### src/rtl/ram_port_arbiter.sv
// Two-requester round-robin arbiter for a single-port synchronous RAM.
// Routes each read response back to its issuer one cycle after acceptance.
module ram_port_arbiter #(
  parameter int DATA_WIDTH = 8,
  parameter int ADDR_WIDTH = 7,
  parameter int CNT_WIDTH  = 16
) (
  input  logic                  clk,
  input  logic                  rst,
  input  logic                  req0_valid,
  output logic                  req0_ready,
  input  logic                  req0_we,
  input  logic [ADDR_WIDTH-1:0] req0_addr,
  input  logic [DATA_WIDTH-1:0] req0_wdata,
  input  logic                  req1_valid,
  output logic                  req1_ready,
  input  logic                  req1_we,
  input  logic [ADDR_WIDTH-1:0] req1_addr,
  input  logic [DATA_WIDTH-1:0] req1_wdata,
  output logic                  rsp0_valid,
  output logic [DATA_WIDTH-1:0] rsp0_rdata,
  output logic                  rsp1_valid,
  output logic [DATA_WIDTH-1:0] rsp1_rdata,
  output logic                  ram_we,
  output logic [ADDR_WIDTH-1:0] ram_addr,
  output logic [DATA_WIDTH-1:0] ram_din,
  input  logic [DATA_WIDTH-1:0] ram_dout,
  output logic [CNT_WIDTH-1:0]  gnt_cnt0,
  output logic [CNT_WIDTH-1:0]  gnt_cnt1
);

  function automatic logic [CNT_WIDTH-1:0] sat_inc(input logic [CNT_WIDTH-1:0] v);
    return (&v) ? v : v + {{(CNT_WIDTH-1){1'b0}}, 1'b1};
  endfunction

  logic                 last_gnt;
  logic                 gnt0_p0;
  logic                 gnt1_p0;
  logic                 rd_xfer_p0;
  logic                 rsp_pend_p1;
  logic                 rsp_port_p1;
  logic [CNT_WIDTH-1:0] gnt_cnt0_q;
  logic [CNT_WIDTH-1:0] gnt_cnt1_q;

  // Stage p0: combinational grant and RAM drive
  always_comb begin
    gnt0_p0 = !rst && req0_valid && (!req1_valid || last_gnt);
    gnt1_p0 = !rst && req1_valid && (!req0_valid || !last_gnt);
  end

  assign req0_ready = gnt0_p0;
  assign req1_ready = gnt1_p0;

  always_comb begin
    ram_we   = 1'b0;
    ram_addr = '0;
    ram_din  = '0;
    if (gnt0_p0) begin
      ram_we   = req0_we;
      ram_addr = req0_addr;
      ram_din  = req0_wdata;
    end else if (gnt1_p0) begin
      ram_we   = req1_we;
      ram_addr = req1_addr;
      ram_din  = req1_wdata;
    end
  end

  assign rd_xfer_p0 = (gnt0_p0 && !req0_we) || (gnt1_p0 && !req1_we);

  always_ff @(posedge clk) begin
    if (rst) begin
      last_gnt    <= 1'b1;
      rsp_pend_p1 <= 1'b0;
      gnt_cnt0_q  <= '0;
      gnt_cnt1_q  <= '0;
    end else begin
      if (gnt0_p0) begin
        last_gnt   <= 1'b0;
        gnt_cnt0_q <= sat_inc(gnt_cnt0_q);
      end
      if (gnt1_p0) begin
        last_gnt   <= 1'b1;
        gnt_cnt1_q <= sat_inc(gnt_cnt1_q);
      end
      rsp_pend_p1 <= rd_xfer_p0;
    end
  end

  // The port tag is only meaningful while rsp_pend_p1 is set, so it needs no reset.
  always_ff @(posedge clk) begin
    rsp_port_p1 <= gnt1_p0;
  end

  // Stage p1: RAM data is back; steer it to the issuing port
  assign rsp0_valid = rsp_pend_p1 && !rsp_port_p1;
  assign rsp1_valid = rsp_pend_p1 &&  rsp_port_p1;
  assign rsp0_rdata = rsp0_valid ? ram_dout : '0;
  assign rsp1_rdata = rsp1_valid ? ram_dout : '0;

  assign gnt_cnt0 = gnt_cnt0_q;
  assign gnt_cnt1 = gnt_cnt1_q;

endmodule

### config.mk
export PLATFORM = sky130hd
export DESIGN_NAME = ram_port_arbiter
export DESIGN_NICKNAME = d
export VERILOG_FILES = /design/src/rtl/ram_port_arbiter.sv
export SDC_FILE = /design/constraint.sdc
export NUM_CORES = 1
export LEC_CHECK = 0
export CAP_MARGIN = 20
export CORE_MARGIN = 3
export CORE_UTILIZATION = 25
export CTS_CLUSTER_SIZE = 28
export DETAILED_ROUTE_END_ITERATION = 10
export PLACE_DENSITY = 0.56
export SKIP_LAST_GASP = 1
export SLEW_MARGIN = 15
export SYNTH_ARGS = -nofsm -noshare
export SYNTH_HDL_FRONTEND = slang
export SYNTH_SLANG_ARGS = --single-unit
### constraint.sdc
create_clock -name clk -period 3.9 [get_ports clk]
set_input_delay 1.17 -clock clk [delete_from_list [all_inputs] [get_ports clk]]
set_output_delay 1.17 -clock clk [all_outputs]
set_load 0.02 [all_outputs]
* Word-level counts from Yosys, hierarchy flattened
Index checks and enable logic that the tools add are counted.
** Storage, ports and cells
- Memories kept :: 0
- Register bits :: 35
- Bits in writable memories :: 0
- Output and inout port bits :: 68
- Latch bits :: 0
- Bits in read-only memories :: 0
** Operators by class
- Reduce and logical (&&, ||, !) cells :: 23
- Eq/ne operators :: 0
- Add/subtract/negate cells :: 2
- Bitwise logic cells :: 2
- Multiplexer cells :: 8
- Order comparisons :: 0
- Multiply operators :: 0
- Divide/modulo/power cells :: 0
- Shift-type cells :: 0
** Operator list (number)
- 16-bit by 1-bit adder with 16-bit output, second input constant :: 2
- 8-bit 2-to-1 mux :: 4
- 16-bit AND reduction :: 2
- 7-bit 2-to-1 mux :: 2
- 1-bit logical AND :: 8
- 1-bit zero test :: 7
- 2-bit AND reduction :: 2
- 1-bit logical OR :: 3
- 1-bit 2-to-1 mux :: 2
- 1-bit NOT :: 2
- 2-bit OR reduction :: 1

* Logic depth before layout (Yosys ltp)
Gate-level depths: netlist (run 1).
- Word-level depth :: 5
- Gate-level depth with buffers :: 6

* Worst setup path before layout (run 1)
Ideal clock, no wire load.
- Path type :: input -> output
- Start :: in rst
- End :: out ram_addr[0]
- Stages :: 6
- Arrival :: 2.533 ns
- Path slack :: 0.197 ns
- Buffers on the path :: 2
- Data required time :: 2.730 ns
- Cell sequence :: buf_6 > and2b_2 > nand2_1 > clkinv_1 > buf_1 > a22o_1
** Between the ends
- Elaborated cells on any way between the ends :: 7
- Those cells by class :: mux: 2; reduce/logical: 5
** RTL lines
- start, declared :: line 9 : input logic rst,
- 1-bit zero test :: line 47 : gnt0_p0 = !rst && req0_valid && (!req1_valid || last_gnt);
- 1-bit logical AND (2 in series) :: line 47
- named net req0_ready :: line 11 : output logic req0_ready,
- 7-bit 2-to-1 mux :: line 58 : if (gnt0_p0) begin
- end, declared :: line 25 : output logic [ADDR_WIDTH-1:0] ram_addr,
The timed path passes the listed nets, and every way through them passes these cells.

* Worst setup path in the final report (run 1)
- Start :: in req1_valid
- End :: out ram_din[6]
** Between the ends
- Cells in the longest elaborated chain, start to end :: 4
- Elaborated cells on any way between the ends :: 7
- Those cells by class :: mux: 2; reduce/logical: 5
** RTL lines
- start, declared :: line 15 : input logic req1_valid,
- 1-bit logical AND / 1-bit zero test (equally long branches) :: line 48, 47
- 1-bit logical AND / 1-bit logical OR (equally long branches) :: line 48, 47
- 8-bit 2-to-1 mux / 1-bit logical AND (equally long branches) :: line 62, 47
- 8-bit 2-to-1 mux (*) :: line 58
- end, declared :: line 26 : output logic [DATA_WIDTH-1:0] ram_din,
Mark *: on every way between the ends. The rest lies on a longest branch, timed or not.

==> flow_summary.toml, run 1 <==
[status]
status = "complete, no violations"

[final_layout]
final_area_um2 = 3310
nNetsFinal = 402
drive_above_1_share_pct = 12.6
area_growth_pct = 68.0
fin_util_pct = 44.5
antenna_cells = 0

[yosys]
synth_edf_count = 0
synth_cells = 234
postSynthAreaPerCell_um2 = 8.43
yosys_warnings = 0
synth-seq-area-share_pct = 35.5
synth_top_area_share_pct = 35.5
syn-num-nets = 280
synth.distinct_cells = 45
yosysTopAreaCell = "dfxtp_1"
netlist_area_um2 = 1970
synth_flop_cell = "dfxtp_1"
synth_area_leaders = "dfxtp_1 (36%), xnor2_1 (8.9%), a22o_1 (7.1%), nor2_1 (5.3%), nand2_1 (3.6%)"
async_reset_ff_share_pct = 0
synth_seq_cells = 35

[grt]
antenna_found_initial = 0
grt_max_degree = 32
grt_util_all_layers_pct = 13.4
grt_first_pass_wirelength_mm = 9.69
grt_pass1_vias = 1945
overflow = 0

[critical_path]
start_kind = "input pin"
timing.rr.start = "gnt_cnt0[0]"
crit_fanout = 17
endpoint_kind = "output port"
crit_arrival_ps = 2630
max_stage_delay_ps = 480
required_ps = 2730
path_cells = "clkdlybuf4s50_1, or2b_2, nand2_1, inv_2, buf_12, a22o_1, buf_2"
r2r_slack_ps = 2080
r2r-end = "gnt_cnt0[15]"
crit_end = "ram_din[6]"
critPathLaunch = "req1_valid"
cp_slowest_cell = "clkdlybuf4s50_1"
rr_worst_depth = 6
path_class = "in -> out"

[power_and_ir_drop]
pwr-share-comb_pct = 17.7
power_density_nw_per_um2 = 261
peakVddDrop_mv = 0.231
p_sw_share_pct = 24.3
power.share.clock_pct = 39.8
p_sw_mw = 0.210
p_seq_share_pct = 42.5
p_leak_nw = 1.22
internal-power_mw = 0.655

[place]
post_dp_cell_area_um2 = 3280
place_ws_ps = -357
place_hpwl_mm = 4.78
portBuffers = 111
place_congestion = 0.730

[timing]
fmax_ghz = 0.263
min_period_ps = 3800
max_slew_margin_pct = 64.2
setup_viol = 0
rsz0062_at_grt = "no"
hold_viol = 0
finalWorstSetupSlack_ps = 101
worst_pin_slew_ps = 533
fin_crit_sh_pct = 97.4
drv_slew = 0
fin_skew_ps = 6.57

[clocking]
cts_num_sinks = 35
clock_latency_ps = 290
cts_buffers = 5
cts_setup_buffers = 0
root_buffer = "clkbuf_8"
postCtsHoldBufs = 0
cts_tree = "built"
htreeDepth = 2
cts_buffer_depth = 2
path_clk_slew_ps = 70

[floorplan]
coreArea_um2 = 7450
initial_utilization_pct = 26.5
die_w_um = 94.8
pin_count = 112
die_area_um2 = 8990
num_rows = 31
die_h_um = 94.8

[min_path]
worstHoldPathCells = 2
hold_class = "reg -> reg"

[route]
first_pass_iters = 4
wl_mm = 6.17
vias_per_cell = 4.66
wl_per_cell_um = 13.5
dr_total_vias = 2124
drc = 0
final_antenna_net_count = 0
dr.first_iter.drc_count = 71

[job]
cap_viol_max_count = 0
-- flip-flops by register name (all words and copies together) (netlist names) --
signal / count
rsp_pend_p1: 1
gnt_cnt0: 16
gnt_cnt1: 16
last_gnt: 1
rsp_port_p1: 1
-- worst max-delay path: cells and delay by family --
family                 cells  cell delay [ps]
AO/OA/AOI/OAI              1              230
buffers and inverters      4              830
AND/OR/NAND/NOR            2              400
-- worst min path at each step --
stage | startpoint | to | slack (ps)
after global placement | gnt_cnt1[6] | gnt_cnt1[6] | 480
after CTS | last_gnt | last_gnt | 510
after floorplan | last_gnt | last_gnt | 460
after global routing | last_gnt | last_gnt | 540
after detailed placement | gnt_cnt1[6] | gnt_cnt1[6] | 490
final | last_gnt | last_gnt | 500
-- power groups by stage --
stage | Clock, mW | Sequential (mW) | Combinational [mW]
2_1_floorplan | 0 | 0.378 | 0.0632
3_3_place_gp | 0 | 0.376 | 0.167
3_5_place_dp | 0 | 0.376 | 0.167
4_1_cts | 0.359 | 0.368 | 0.156
5_1_grt | 0.365 | 0.369 | 0.165
6_report | 0.344 | 0.368 | 0.153
-- routing by layer --
layer	vias up	track usage, %	part of all wire, %
met1	940	17.5	45
met2	87	20.7	43
met3	5	4.54	11
met4	0	4.45	0.99
met5	-	0	0
li1	1092	-	-
-- cells by family after synthesis --
group | Yosys count | share of synthesized area (%)
and+or+nand+nor | 124 | 35.6
DFF | 35 | 35.5
buffers and inverters | 10 | 2.47
adders and majority gates | 2 | 1.27
xor gates and xnor gates | 20 | 8.88
muxes | 4 | 2.03
AOI/OAI and AO/OA | 39 | 14.2
-- timing repair --
action                                  4_1_cts  5_1_grt
resized for setup                            63        3
endpoints found under the setup margin       18       16
pin swaps                                     0        0
cloned                                        0        0
-- Yosys cell counts, types with 2 or more instances --
cell type / count
and4_1: 2
nand2b_1: 4
nor3_1: 6
o21ai_0: 3
a22o_1: 16
dfxtp_1: 35
clkinv_1: 2
nor2_1: 28
and2_1: 9
o31ai_1: 3
xnor2_1: 20
nand4_1: 6
nor2b_1: 2
clkbuf_1: 4
or3_1: 5
a211oi_1: 3
a31oi_1: 2
ha_1: 2
nand2_1: 19
mux2i_1: 4
nor4_1: 9
and3_1: 9
nand3_1: 11
a21oi_1: 9
-- layout make-up --
type / count / area, um^2
inverter: 3 / 11.3
clock inverter: 2 / 35.0
clock buffer: 6 / 82.6
fill: 762 / 4140
tap: 99 / 124
multi-input combinational: 189 / 1220
timing repair buffer: 122 / 1140
sequential: 35 / 701
-- per-stage QoR --
| step | TNS [ps] | total power [mW] | cells | hold WS [ps] |
|---|---|---|---|---|
| 2_1_floorplan | 0 | 0.441 | 234 | 463 |
| 3_3_place_gp | -5950 | 0.543 | 448 | 476 |
| 3_5_place_dp | -5900 | 0.543 | 448 | 491 |
| 4_1_cts | -133 | 0.882 | 456 | 511 |
| 5_1_grt | 0 | 0.900 | 456 | 542 |
| 6_report | 0 | 0.865 | 456 | 504 |
-- layout by cell type, fill, tap and decap left out, drive strengths merged, types with 9 or more instances in the layout --
cell type,n
dfxtp,35
nor4,10
and3,10
buf,26
nand2,19
nor2,28
and2,9
clkdlybuf4s50,93
xnor2,20
nand3,12
a22o,16
a21oi,9
Note: power is estimated with default switching activity, not from simulation.
==> inputs of run 2 (changes only) <==
ABC_CLOCK_PERIOD_IN_PS = 3900   (was default)
GPL_ROUTABILITY_DRIVEN = 0   (was default)
==> results of run 2 <==
Same layout as run 1: the final DEF is identical, and so are final timing and power.
==> inputs of run 3 (changes only) <==
RECOVER_POWER = 100   (was default)
==> flow_summary.toml, run 3 (synthesized netlist as in run 1, its figures left out) <==
[route]
wl_mm = 6.16
dr_total_vias = 2122
wl_per_cell_um = 13.5
drc = 0
final_antenna_net_count = 0
first_pass_iters = 4
dr.first_iter.drc_count = 83
vias_per_cell = 4.65

[floorplan]
initial_utilization_pct = 26.5
die_w_um = 94.8
num_rows = 31
die_h_um = 94.8
pin_count = 112
die_area_um2 = 8990
coreArea_um2 = 7450

[final_layout]
nNetsFinal = 402
seqCellArea_um2 = 701
area_growth_pct = 66.1
drive_above_1_share_pct = 11.2
layout_common_cells = "dlygate4sd3_1 (50), clkdlybuf4s50_1 (43), dfxtp_1 (35), nor2_1 (28), xnor2_1 (20)"
num-fill-cells = 770
final_common_cell = "dlygate4sd3_1"
antenna_cells = 0
multi_input_area_um2 = 1210

[critical_path]
start_kind = "input pin"
endpoint_kind = "output port"
crit_buf_inv = 4
crit_arrival_ps = 2630
path_class = "in -> out"
required_ps = 2730
cp_slowest_cell = "clkdlybuf4s50_1"
max_stage_delay_ps = 480
path_cells = "clkdlybuf4s50_1, or2b_2, nand2_1, inv_2, buf_6, a22o_1, clkbuf_2"
cpLargestDelayFamily = "buffers and inverters"
crit_fanout = 17
r2r_slack_ps = 2030

[timing]
finalWorstSetupSlack_ps = 97.0
drv_slew = 0
fin_crit_sh_pct = 97.5
fin_skew_ps = 6.85
hold_viol = 0
min_period_ps = 3800
worst_pin_slew_ps = 546
rsz0062_at_grt = "no"
setup_viol = 0
fmax_ghz = 0.263
max_slew_margin_pct = 63.3

[clocking]
cts_tree = "built"
cts_num_sinks = 35
postCtsHoldBufs = 0
cts_buffer_depth = 2
path_clk_slew_ps = 70
cts_setup_buffers = 0
root_buffer = "clkbuf_8"
clock_latency_ps = 290
cts_buffers = 5
htreeDepth = 2
cts-resized-gates = 63

[grt]
grt_util_all_layers_pct = 13.4
overflow = 0
grt_max_degree = 32
grt_first_pass_wirelength_mm = 9.69
grt_pass1_vias = 1945
antenna_found_initial = 0

[place]
portBuffers = 111
place_ws_ps = -357
place_hpwl_mm = 4.78

[job]
cap_viol_max_count = 0

[power_and_ir_drop]
power_density_nw_per_um2 = 262
peakVddDrop_mv = 0.230
p_leak_nw = 1.36
finalPower_mw = 0.858

[status]
status = "complete, no violations"

[min_path]
hold_class = "reg -> reg"
[run 3: changes by cell type in the layout (fill, tap and decap cells not counted), moves of 4 or more]
| cell | change |
|---|---|
| buf_2 | -15 |
| clkbuf_2 | +15 |
| dlygate4sd3_1 | +50 |
| clkbuf_1 | +4 |
| buf_4 | -5 |
| clkdlybuf4s50_1 | -50 |
[run 3: worst min-delay path: cells and delay by family (launching register included)]
family           cells  cell delay [ps]
flip-flops           1              350
AND/OR/NAND/NOR      2              130
[run 3: path summary, 6_finish.rpt]
check        cells after the start        start            to
max reg2reg                      5  gnt_cnt0[2]  gnt_cnt0[15]
min                              2     last_gnt      last_gnt
min reg2reg                      2     last_gnt      last_gnt
max                              7   req1_valid    ram_din[6]
[run 3: layout make-up]
cell class | instances | area share [%]
Sequential cell | 35 | 21.4
Clock inverter | 2 | 1.07
Tap cell | 99 | 3.78
Clock buffer | 6 | 2.52
Timing Repair Buffer | 122 | 34.0
Multi-Input combinational cell | 189 | 36.9
Inverter | 3 | 0.344
[run 3: stage by stage]
stage | instance area, um^2 | std cells | util (%) | hold slack, ps | setup TNS (ps)
2_1_floorplan | 1970 | 234 | - | 463 | 0
3_3_place_gp | 3280 | 448 | 44.0 | 476 | -5950
3_5_place_dp | 3280 | 448 | 44.0 | 491 | -5900
4_1_cts | 3320 | 456 | 44.5 | 511 | -133
5_1_grt | 3280 | 456 | 44.0 | 541 | 0
6_report | 3280 | 456 | 44.0 | 505 | 0
[run 3: routing by layer]
layer,track usage [%],part of all wire [%]
met1,17.5,46
met2,20.7,43
met3,4.54,11
met4,4.45,0.99
met5,0,0
[run 3: power breakdown]
group	leakage (nW)	internal, mW	total (mW)	switching [mW]
clock network	0.0612	0.207	0.344	0.137
logic	1.02	0.0806	0.147	0.0662
registers	0.283	0.362	0.368	0.00602
